### config.mk
export PLATFORM = sky130hd
export DESIGN_NAME = dsm_pwm_out
export DESIGN_NICKNAME = d
export VERILOG_FILES = /design/src/rtl/dsm_pwm_out_pkg.sv /design/src/rtl/dsm_pwm_out_window_calc.sv /design/src/rtl/dsm_pwm_out.sv
export SDC_FILE = /design/constraint.sdc
export NUM_CORES = 1
export LEC_CHECK = 0
export BUFFER_PORTS_ARGS = -buffer_cell sky130_fd_sc_hd__buf_2
export CAP_MARGIN = 40
export CELL_PAD_IN_SITES_DETAIL_PLACEMENT = 1
export CELL_PAD_IN_SITES_GLOBAL_PLACEMENT = 2
export CORE_ASPECT_RATIO = 0.75
export CORE_MARGIN = 1
export CORE_UTILIZATION = 40
export DETAILED_ROUTE_END_ITERATION = 7
export PLACE_DENSITY = 0.84
export SETUP_SLACK_MARGIN = 0.15
export SYNTH_ARGS = -nofsm -noshare
export SYNTH_HDL_FRONTEND = slang
export SYNTH_SLANG_ARGS = --single-unit
export TNS_END_PERCENT = 100
### constraint.sdc
create_clock -name ACLK -period 6.5 [get_ports ACLK]
set_input_delay 1.625 -clock ACLK [delete_from_list [all_inputs] [get_ports ACLK]]
set_output_delay 1.625 -clock ACLK [all_outputs]
set_load 0.03 [all_outputs]
### src/rtl/dsm_pwm_out_pkg.sv
// Constants shared with the MASH delta-sigma modulator, plus the PWM output stage's
// selector for where the next frame's code comes from.
package dsm_pwm_out_pkg;

  localparam int DS_LEVELS = 10;
  localparam int DS_MID    = 5;
  localparam int DS_CODE_W = 4;

  typedef enum logic [1:0] {
    LOAD_MID    = 2'd0,
    LOAD_PEND   = 2'd1,
    LOAD_BYPASS = 2'd2
  } load_src_e;

endpackage

### src/rtl/dsm_pwm_out_window_calc.sv
// Combinational level code -> pulse window [lo, hi) in frame-counter units.
module pwm_window_calc
  import dsm_pwm_out_pkg::*;
#(
  parameter int SLOT   = 6,
  parameter int LEVELS = DS_LEVELS,
  parameter int CENTER = 1,
  parameter int W      = 7
) (
  input  logic [DS_CODE_W-1:0] code,
  output logic [W-1:0]         lo,
  output logic [W-1:0]         hi
);

  logic [W-1:0] width;
  logic [W-1:0] gap;

  // The code is already clamped to LEVELS, so the gap never goes negative.
  always_comb begin
    width = W'(code) * W'(SLOT);
    gap   = (W'(LEVELS) - W'(code)) * W'(SLOT);
    lo    = (CENTER != 0) ? (gap >> 1) : '0;
    hi    = lo + width;
  end

endmodule

### src/rtl/dsm_pwm_out.sv
// PWM output stage: one frame per modulator level code, with a one-deep pending
// buffer between the modulator strobe and the frame boundary, plus sticky rate flags.
module dsm_pwm_out
  import dsm_pwm_out_pkg::*;
#(
  parameter int SLOT   = 6,
  parameter int LEVELS = DS_LEVELS,
  parameter int CENTER = 1
) (
  input  logic                 ACLK,
  input  logic                 ARST,
  input  logic [DS_CODE_W-1:0] din,
  input  logic                 din_valid,
  output logic                 pwm_out,
  output logic                 frame_start,
  output logic                 underrun,
  output logic                 overrun,
  output logic                 sat,
  input  logic                 clr_status
);

  localparam int FRAME_LEN = LEVELS * SLOT;
  localparam int CNT_W     = $clog2(FRAME_LEN);
  localparam int WIN_W     = CNT_W + 1;
  localparam logic [CNT_W-1:0]     CNT_LAST = CNT_W'(FRAME_LEN - 1);
  localparam logic [DS_CODE_W-1:0] CODE_MAX = DS_CODE_W'(LEVELS);
  localparam logic [DS_CODE_W-1:0] CODE_MID = DS_CODE_W'(DS_MID);

  logic [CNT_W-1:0]     cnt;
  logic [DS_CODE_W-1:0] active;
  logic [WIN_W-1:0]     lo;
  logic [WIN_W-1:0]     hi;
  logic [DS_CODE_W-1:0] pend;
  logic                 pend_valid;

  logic                 boundary;
  logic                 din_over;
  logic [DS_CODE_W-1:0] din_clamped;
  load_src_e            load_src;
  logic [DS_CODE_W-1:0] next_code;
  logic [DS_CODE_W-1:0] calc_code;
  logic [WIN_W-1:0]     lo_n;
  logic [WIN_W-1:0]     hi_n;
  logic                 set_underrun;
  logic                 set_overrun;
  logic                 set_sat;

  // An empty buffer at the boundary falls back to mid-scale silence rather than holding.
  always_comb begin
    boundary    = (cnt == CNT_LAST);
    din_over    = (din > CODE_MAX);
    din_clamped = din_over ? CODE_MAX : din;
    load_src    = LOAD_MID;
    next_code   = CODE_MID;
    if (pend_valid) begin
      load_src  = LOAD_PEND;
      next_code = pend;
    end else if (din_valid) begin
      load_src  = LOAD_BYPASS;
      next_code = din_clamped;
    end
    if (ARST)          calc_code = CODE_MID;
    else if (boundary) calc_code = next_code;
    else               calc_code = active;
    set_underrun = boundary && (load_src == LOAD_MID);
    set_overrun  = din_valid && pend_valid && !boundary;
    set_sat      = din_valid && din_over;
  end

  pwm_window_calc #(
    .SLOT  (SLOT),
    .LEVELS(LEVELS),
    .CENTER(CENTER),
    .W     (WIN_W)
  ) u_window (
    .code(calc_code),
    .lo  (lo_n),
    .hi  (hi_n)
  );

  always_ff @(posedge ACLK) begin
    if (ARST) begin
      cnt         <= '0;
      active      <= CODE_MID;
      lo          <= lo_n;
      hi          <= hi_n;
      pend        <= '0;
      pend_valid  <= 1'b0;
      pwm_out     <= 1'b0;
      frame_start <= 1'b0;
      underrun    <= 1'b0;
      overrun     <= 1'b0;
      sat         <= 1'b0;
    end else begin
      cnt <= boundary ? '0 : cnt + 1'b1;
      lo  <= lo_n;
      hi  <= hi_n;
      if (boundary) active <= next_code;

      // A bypassed code goes straight to active, so it must not also sit in pend.
      if (din_valid && !(boundary && (load_src == LOAD_BYPASS))) begin
        pend       <= din_clamped;
        pend_valid <= 1'b1;
      end else if (boundary) begin
        pend_valid <= 1'b0;
      end

      pwm_out     <= ({1'b0, cnt} >= lo) && ({1'b0, cnt} < hi);
      frame_start <= (cnt == '0);

      underrun <= set_underrun ? 1'b1 : (clr_status ? 1'b0 : underrun);
      overrun  <= set_overrun  ? 1'b1 : (clr_status ? 1'b0 : overrun);
      sat      <= set_sat      ? 1'b1 : (clr_status ? 1'b0 : sat);
    end
  end

endmodule

==> summary.md, run 1 <==
| Metric | Value |
|---|---|
| Status | completed |
| Remaining DRCs | 0 |
| Clk_skew | roughly 6.6 ps |
| H-tree depth | 2 |
| Root Buffer | clkbuf_8 |
| Mapped Cells | between 150 and 200 |
| I/O Pins | 13 |
| Via count | around 1300 |
| Placer Congestion | approximately 0.78 |
| Cts repair resizes | 0 |
| LEAKAGE | ~0.9 nW |
| Post-CTS Hold Buffers | 0 |
| Number of synthesized flops with an enable pin | 0 |
| TritonCTS Sinks | 31 |
| Final setup margin | ~1700 ps |
| Largest family of logic cells by synthesized area | adder cells |
| Fraction of layout cells with a size suffix above 1 | roughly 14% |
| Slew @ Worst Pin | between 400 and 500 ps |
| Crit end category | flop |
| DRT antenna net count | 0 |
| Max Root-Sink Buffers | 2 |
| Unrepaired setup endpoints after global routing | false |
| Post-CTS setup buffer count | 0 |
| Fin Setup TNS | 0 ps |
| Post-synth cell types | between 40 and 50 |
| Floorplan row count | 20 |
| Synthesis-to-finish area growth | 11.7% |
| CP Launch Type | input pin |
| Core area | 4130 µm² |
| Largest net degree at the start of global routing | 24 |
| Number of max-slew violations in the final report | 0 |
| Compound-Gate Fraction of Synth Area | a little under an eighth |
| Grt total ovfl | 0 |
| Syn_area_per_cell | around 9.5 µm² |
| 1st-iter DRT viols | 21 |
| Syn. warnings | 0 |
| Drt total wl | 3.69 mm |
| Register area share after synthesis | around 35% |
| CP required | 6660 ps |
| Synth Area in Simple Gates | 17.2% |
| Fmax | 206 MHz |
| Post-synthesis mux area share | roughly 1.7% |
| Worst r2r src | cnt[1]$_SDFF_PP0_ |
| CTS tree | yes |
| Global Route Usage Sum | a little under a fifth |
| IO buf count | 12 |
| Place WS | around 1400 ps |
| # diodes | 0 |
| Max FO, Critical Path | 5 |
| Worst skew pair latency | around 280 ps |
| CP arrival | about 5000 ps |
| Synth Flop Type | dfxtp_1 |
| Final cycle utilization of the critical path | between 70% and 80% |
| Hpwl dp | roughly 2.9 mm |
| Final Hold Viols | 0 |
| Final setup fails | 0 |
| Commonest cells after routing, fill and taps aside | dfxtp_1 (31), ha_1 (26), inv_1 (18), a21oi_1 (13), buf_2 (12) |
| FF+latch count, synth | 31 |
| XOR/XNOR Fraction of Synth Area | about 7.3% |
| Synthesized area | around 1800 µm² |
| Initial antenna violation count | 0 |
| Max-cap viol count | 0 |
| Kind of critical path | in2reg |
| WL/cell | 14.5 µm |
| Commonest non-fill, non-tap cell in the layout | dfxtp_1 |
| First-pass GRT wire length | between 6 and 7 mm |
| Adder and majority gate portion of the synthesized area | 21.4% |
| Rel. slew slack | between 60 and 70% |
| Hold Crit Start | pend[0]$_SDFFE_PP0P_ |
| CTS buffer count | 5 |
| Maximum VDD drop | between 0.00008 and 0.00009 V |
| Die Span Y | between 50 and 60 µm |
| Vias in the first global route | 1357 |
| Die Area | around 4700 µm² |
| Power per cell area | between 200 and 250 nW/µm² |
| Hold Path Class | reg2reg |
| Minimum clock period | between 4000 and 5000 ps |
| Chip width | between 70 and 80 µm |
| Initial Utilization | 42.5% |
| DRT Pass-1 Iters | 7 |
| Asr flop ratio synth | 0% |
| Reg clk slew, reported paths | 60 ps |
| Syn nets | 220 |
| Final nets | 235 |
| Vias per inst | ~5.1 |
| Critical path startpoint | din[2] |
-- final cells by class --
cell class,instances,area [µm²]
Inverter,18,67.6
Sequential cell,31,621
Timing Repair Buffer,12,60.1
Fill cell,489,2170
Multi-Input combinational cell,131,1040
Tap cell,55,68.8
Clock buffer,8,100
-- logic make-up after synthesis --
group,Yosys count
AOI/OAI and AO/OA,32
xor gates and xnor gates,13
and+or+nand+nor,54
muxes,3
buffers and inverters,22
DFF,31
adders and majority gates,29
-- metal layers --
metal | vias to the layer above | global-route usage (%) | wire (µm)
met3 | 5 | 6.31 | 115
met4 | 0 | 6.88 | 45
met5 | - | 0 | 0
met1 | 628 | 23.4 | 1830
met2 | 14 | 30.6 | 1710
li1 | 660 | - | -
-- Yosys cell counts (3+ instances only) --
master | number | share of area (%)
dfxtp_1 | 31 | 35
nor2b_1 | 5 | 1.8
inv_1 | 18 | 3.9
a21oi_1 | 13 | 3.7
mux2i_1 | 3 | 1.7
nor3_1 | 8 | 2.3
ha_1 | 26 | 19
nor2_1 | 11 | 2.4
nand2_1 | 9 | 1.9
a21o_1 | 3 | 1.3
xnor2_1 | 8 | 4.0
xor2_1 | 4 | 2.0
o21ai_0 | 5 | 1.4
nand3_1 | 4 | 1.1
or2_2 | 4 | 1.4
-- state kept, by name, indices dropped and copies added (netlist names) --
name,flops
active,3
cnt,6
frame_start,1
hi,7
lo,5
overrun,1
pend,4
pend_valid,1
pwm_out,1
sat,1
underrun,1
-- report_power, final --
group,leakage (nW),switching (W),total (W),internal (W)
logic,0.592,0.0000150,0.0000264,0.0000113
clock network,0.0515,0.0000712,0.000168,0.0000965
registers,0.252,0.00000516,0.000200,0.000195
-- worst max-delay path: stages --
cell	delay, ps
buf_2	120
a21o_1	180
a221o_1	310
o21ai_0	140
nor2_1	150
ha_1	320
xnor2_1	380
ha_1	300
a21o_1	180
a21oi_1	170
xnor2_1	170
ha_1	300
a21oi_1	160
o21ai_0	120
xor2_1	180
xnor3_1	210
-- worst paths after layout --
| check | slack (ps) | endpoint | cells past startpoint |
|---|---|---|---|
| max reg2reg | 2000 | hi[5]$_DFF_P_ | 17 |
| max | 1650 | hi[5]$_DFF_P_ | 16 |
| min | 470 | pend[0]$_SDFFE_PP0P_ | 2 |
| min reg2reg | 470 | pend[0]$_SDFFE_PP0P_ | 2 |
-- per-stage QoR --
step | area [µm²] | instances | power (W) | util [%] | hold WS [ps]
3_5_place_dp | 1860 | 247 | 0.000230 | 45.0 | 457
2_1_floorplan | 1750 | 184 | 0.000221 | - | 436
4_1_cts | 1960 | 255 | 0.000398 | 47.5 | 466
5_1_grt | 1960 | 255 | 0.000410 | 47.5 | 497
3_3_place_gp | 1860 | 247 | 0.000228 | 45.0 | 446
6_report | 1960 | 255 | 0.000394 | 47.5 | 466
(Power assumes the default switching activity.)
==> inputs of run 2 (changes only) <==
Settings changed: CORE_UTILIZATION 40 to 38, PLACE_DENSITY 0.84 to 0.81.
Clock period 6.5 ns to 4.9 ns, I/O delays scaled along.
==> run 2 against run 1 <==
  * Global-route usage shrank 0.40 points
  * Clock skew is 0.80 ps higher
  * Flip-flop and latch count is the same
  * First-iteration DRC count grew 48%
  * Core utilization shrank 2.8 points
  * Hold slack improved by 4.2 ps
  * Sequential power up 32%
  * Register-to-register slack lost 1400 ps
  * Via count up 1.1%
  * Critical path type unchanged
==> summary.md, run 2 (synthesized netlist as in run 1, its figures left out) <==
| Metric | Value |
|---|---|
| Status | completed |
| Place WS | approximately 140 ps |
| Grt total ovfl | 0 |
| Commonest non-fill, non-tap cell in the layout | dfxtp_1 |
| DRT antenna net count | 0 |
| Cts repair resizes | 0 |
| Commonest cells after routing, fill and taps aside | dfxtp_1 (31), ha_1 (26), inv_1 (18), a21oi_1 (13), buf_2 (12) |
| Root Buffer | clkbuf_8 |
| Hold Path Class | reg2reg |
| Post-CTS setup buffer count | 0 |
| Chip width | 80.5 µm |
| I/O Pins | 13 |
| WL/cell | about 14 µm |
| Max FO, Critical Path | 5 |
| Fill cell count | around 530 |
| Rel. slew slack | about two thirds |
| Max-cap viol count | 0 |
| Largest net degree at the start of global routing | 17 |
| Final cycle utilization of the critical path | approximately nine tenths |
| Minimum clock period | around 4400 ps |
| DRT Pass-1 Iters | 4 |
| Maximum VDD drop | approximately 0.00012 V |
| Vias per inst | between 5 and 6 |
| Fin Setup TNS | 0 ps |
| Floorplan row count | 21 |
| Placer Congestion | 0.871 |
| Largest regs | hi x7, cnt x6, lo x5 |
| Post-CTS Hold Buffers | 0 |
| IO buf count | 12 |
| Initial Utilization | between 30% and 40% |
| Global Route Usage Sum | 18.4% |
| CTS buffer count | 5 |
| Drt total wl | about 3.8 mm |
| Via count | roughly 1300 |
| Kind of critical path | in2reg |
| Fraction of layout cells with a size suffix above 1 | 15.3% |
| Multi-input logic area | around 1000 µm² |
| Clk_skew | 7.44 ps |
| H-tree depth | 2 |
| CP arrival | about 4600 ps |
| Final nets | roughly 240 |
| TritonCTS Sinks | 31 |
| Die Span Y | around 61 µm |
| Final Hold Viols | 0 |
| Slew @ Worst Pin | just under 500 ps |
| Unrepaired setup endpoints after global routing | false |
| Remaining DRCs | 0 |
| Hpwl dp | 3.02 mm |
| Vias in the first global route | ~1400 |
| 1st-iter DRT viols | 31 |
| Max FFs per register | 7 |
| Core area | between 4000 and 5000 µm² |
| CTS tree | yes |
| Number of max-slew violations in the final report | 0 |
| Synthesis-to-finish area growth | 13.1% |
| Area occupied by registers | ~620 µm² |
| Fmax | between 200 and 250 MHz |
| Final setup fails | 0 |
| Crit end category | flop |
| First-pass GRT wire length | approximately 6.5 mm |
| Most flops, register | hi |
| Worst skew pair latency | about 280 ps |
| Max Root-Sink Buffers | 2 |
| # diodes | 0 |
| CP Launch Type | input pin |
| CP required | roughly 5100 ps |
| LEAKAGE | about 0.91 nW |
| Reg clk slew, reported paths | about 60 ps |
| Initial antenna violation count | 0 |
| Final setup margin | roughly 460 ps |
| Die Area | 4890 µm² |
| Power per cell area | between 200 and 300 nW/µm² |
-- run 2: changes by cell type in the layout (fill, tap and decap cells not counted) --
cell / before / now
buf_4: 0 / 3
-- run 2: layout make-up --
class	instances	area share [%]
multi-input combinational	131	52.5
sequential	31	31.3
clock buffer	8	5.04
timing repair buffer	15	4.16
tap	57	3.59
inverter	18	3.40
-- run 2: layer usage --
| layer | vias to the layer above | global-route usage, % | wire [µm] |
|---|---|---|---|
| li1 | 663 | - | - |
| met2 | 12 | 30.0 | 1690 |
| met5 | - | 0 | 0 |
| met4 | 0 | 6.12 | 52 |
| met3 | 6 | 5.86 | 105 |
| met1 | 640 | 23.3 | 1910 |
-- run 2: power breakdown --
part / internal, W / switching (W)
registers: 0.000258 / 0.00000704
logic: 0.0000153 / 0.0000193
clock network: 0.000128 / 0.0000907
-- run 2: critical path: stages --
cell and delay (ps):
buf_2 120, a21o_1 190, a221o_1 310, o21ai_0 120, nor2_1 150, ha_1 300, xnor2_1 370, ha_1 300
a21o_1 180, a21oi_1 170, xnor2_1 170, ha_1 310, a21oi_1 170, o21ai_0 120, xor2_1 180, xnor3_1 230
-- run 2: worst paths after layout --
check | from | to | slack, ps | depth (start not counted)
max reg2reg | cnt[1]$_SDFF_PP0_ | hi[5]$_DFF_P_ | 620 | 18
max | din[2] | hi[5]$_DFF_P_ | 460 | 16
min reg2reg | pend[0]$_SDFFE_PP0P_ | pend[0]$_SDFFE_PP0P_ | 470 | 2
min | pend[0]$_SDFFE_PP0P_ | pend[0]$_SDFFE_PP0P_ | 470 | 2
-- run 2: metrics by stage --
step	hold WS (ps)	utilization [%]	std cells	power, W	area, µm²
5_1_grt	495	44.7	260	0.000548	1980
3_5_place_dp	462	42.4	252	0.000306	1880
2_1_floorplan	436	-	184	0.000293	1750
6_report	470	44.7	260	0.000519	1980
4_1_cts	471	44.7	260	0.000527	1980
3_3_place_gp	444	42.4	252	0.000304	1880
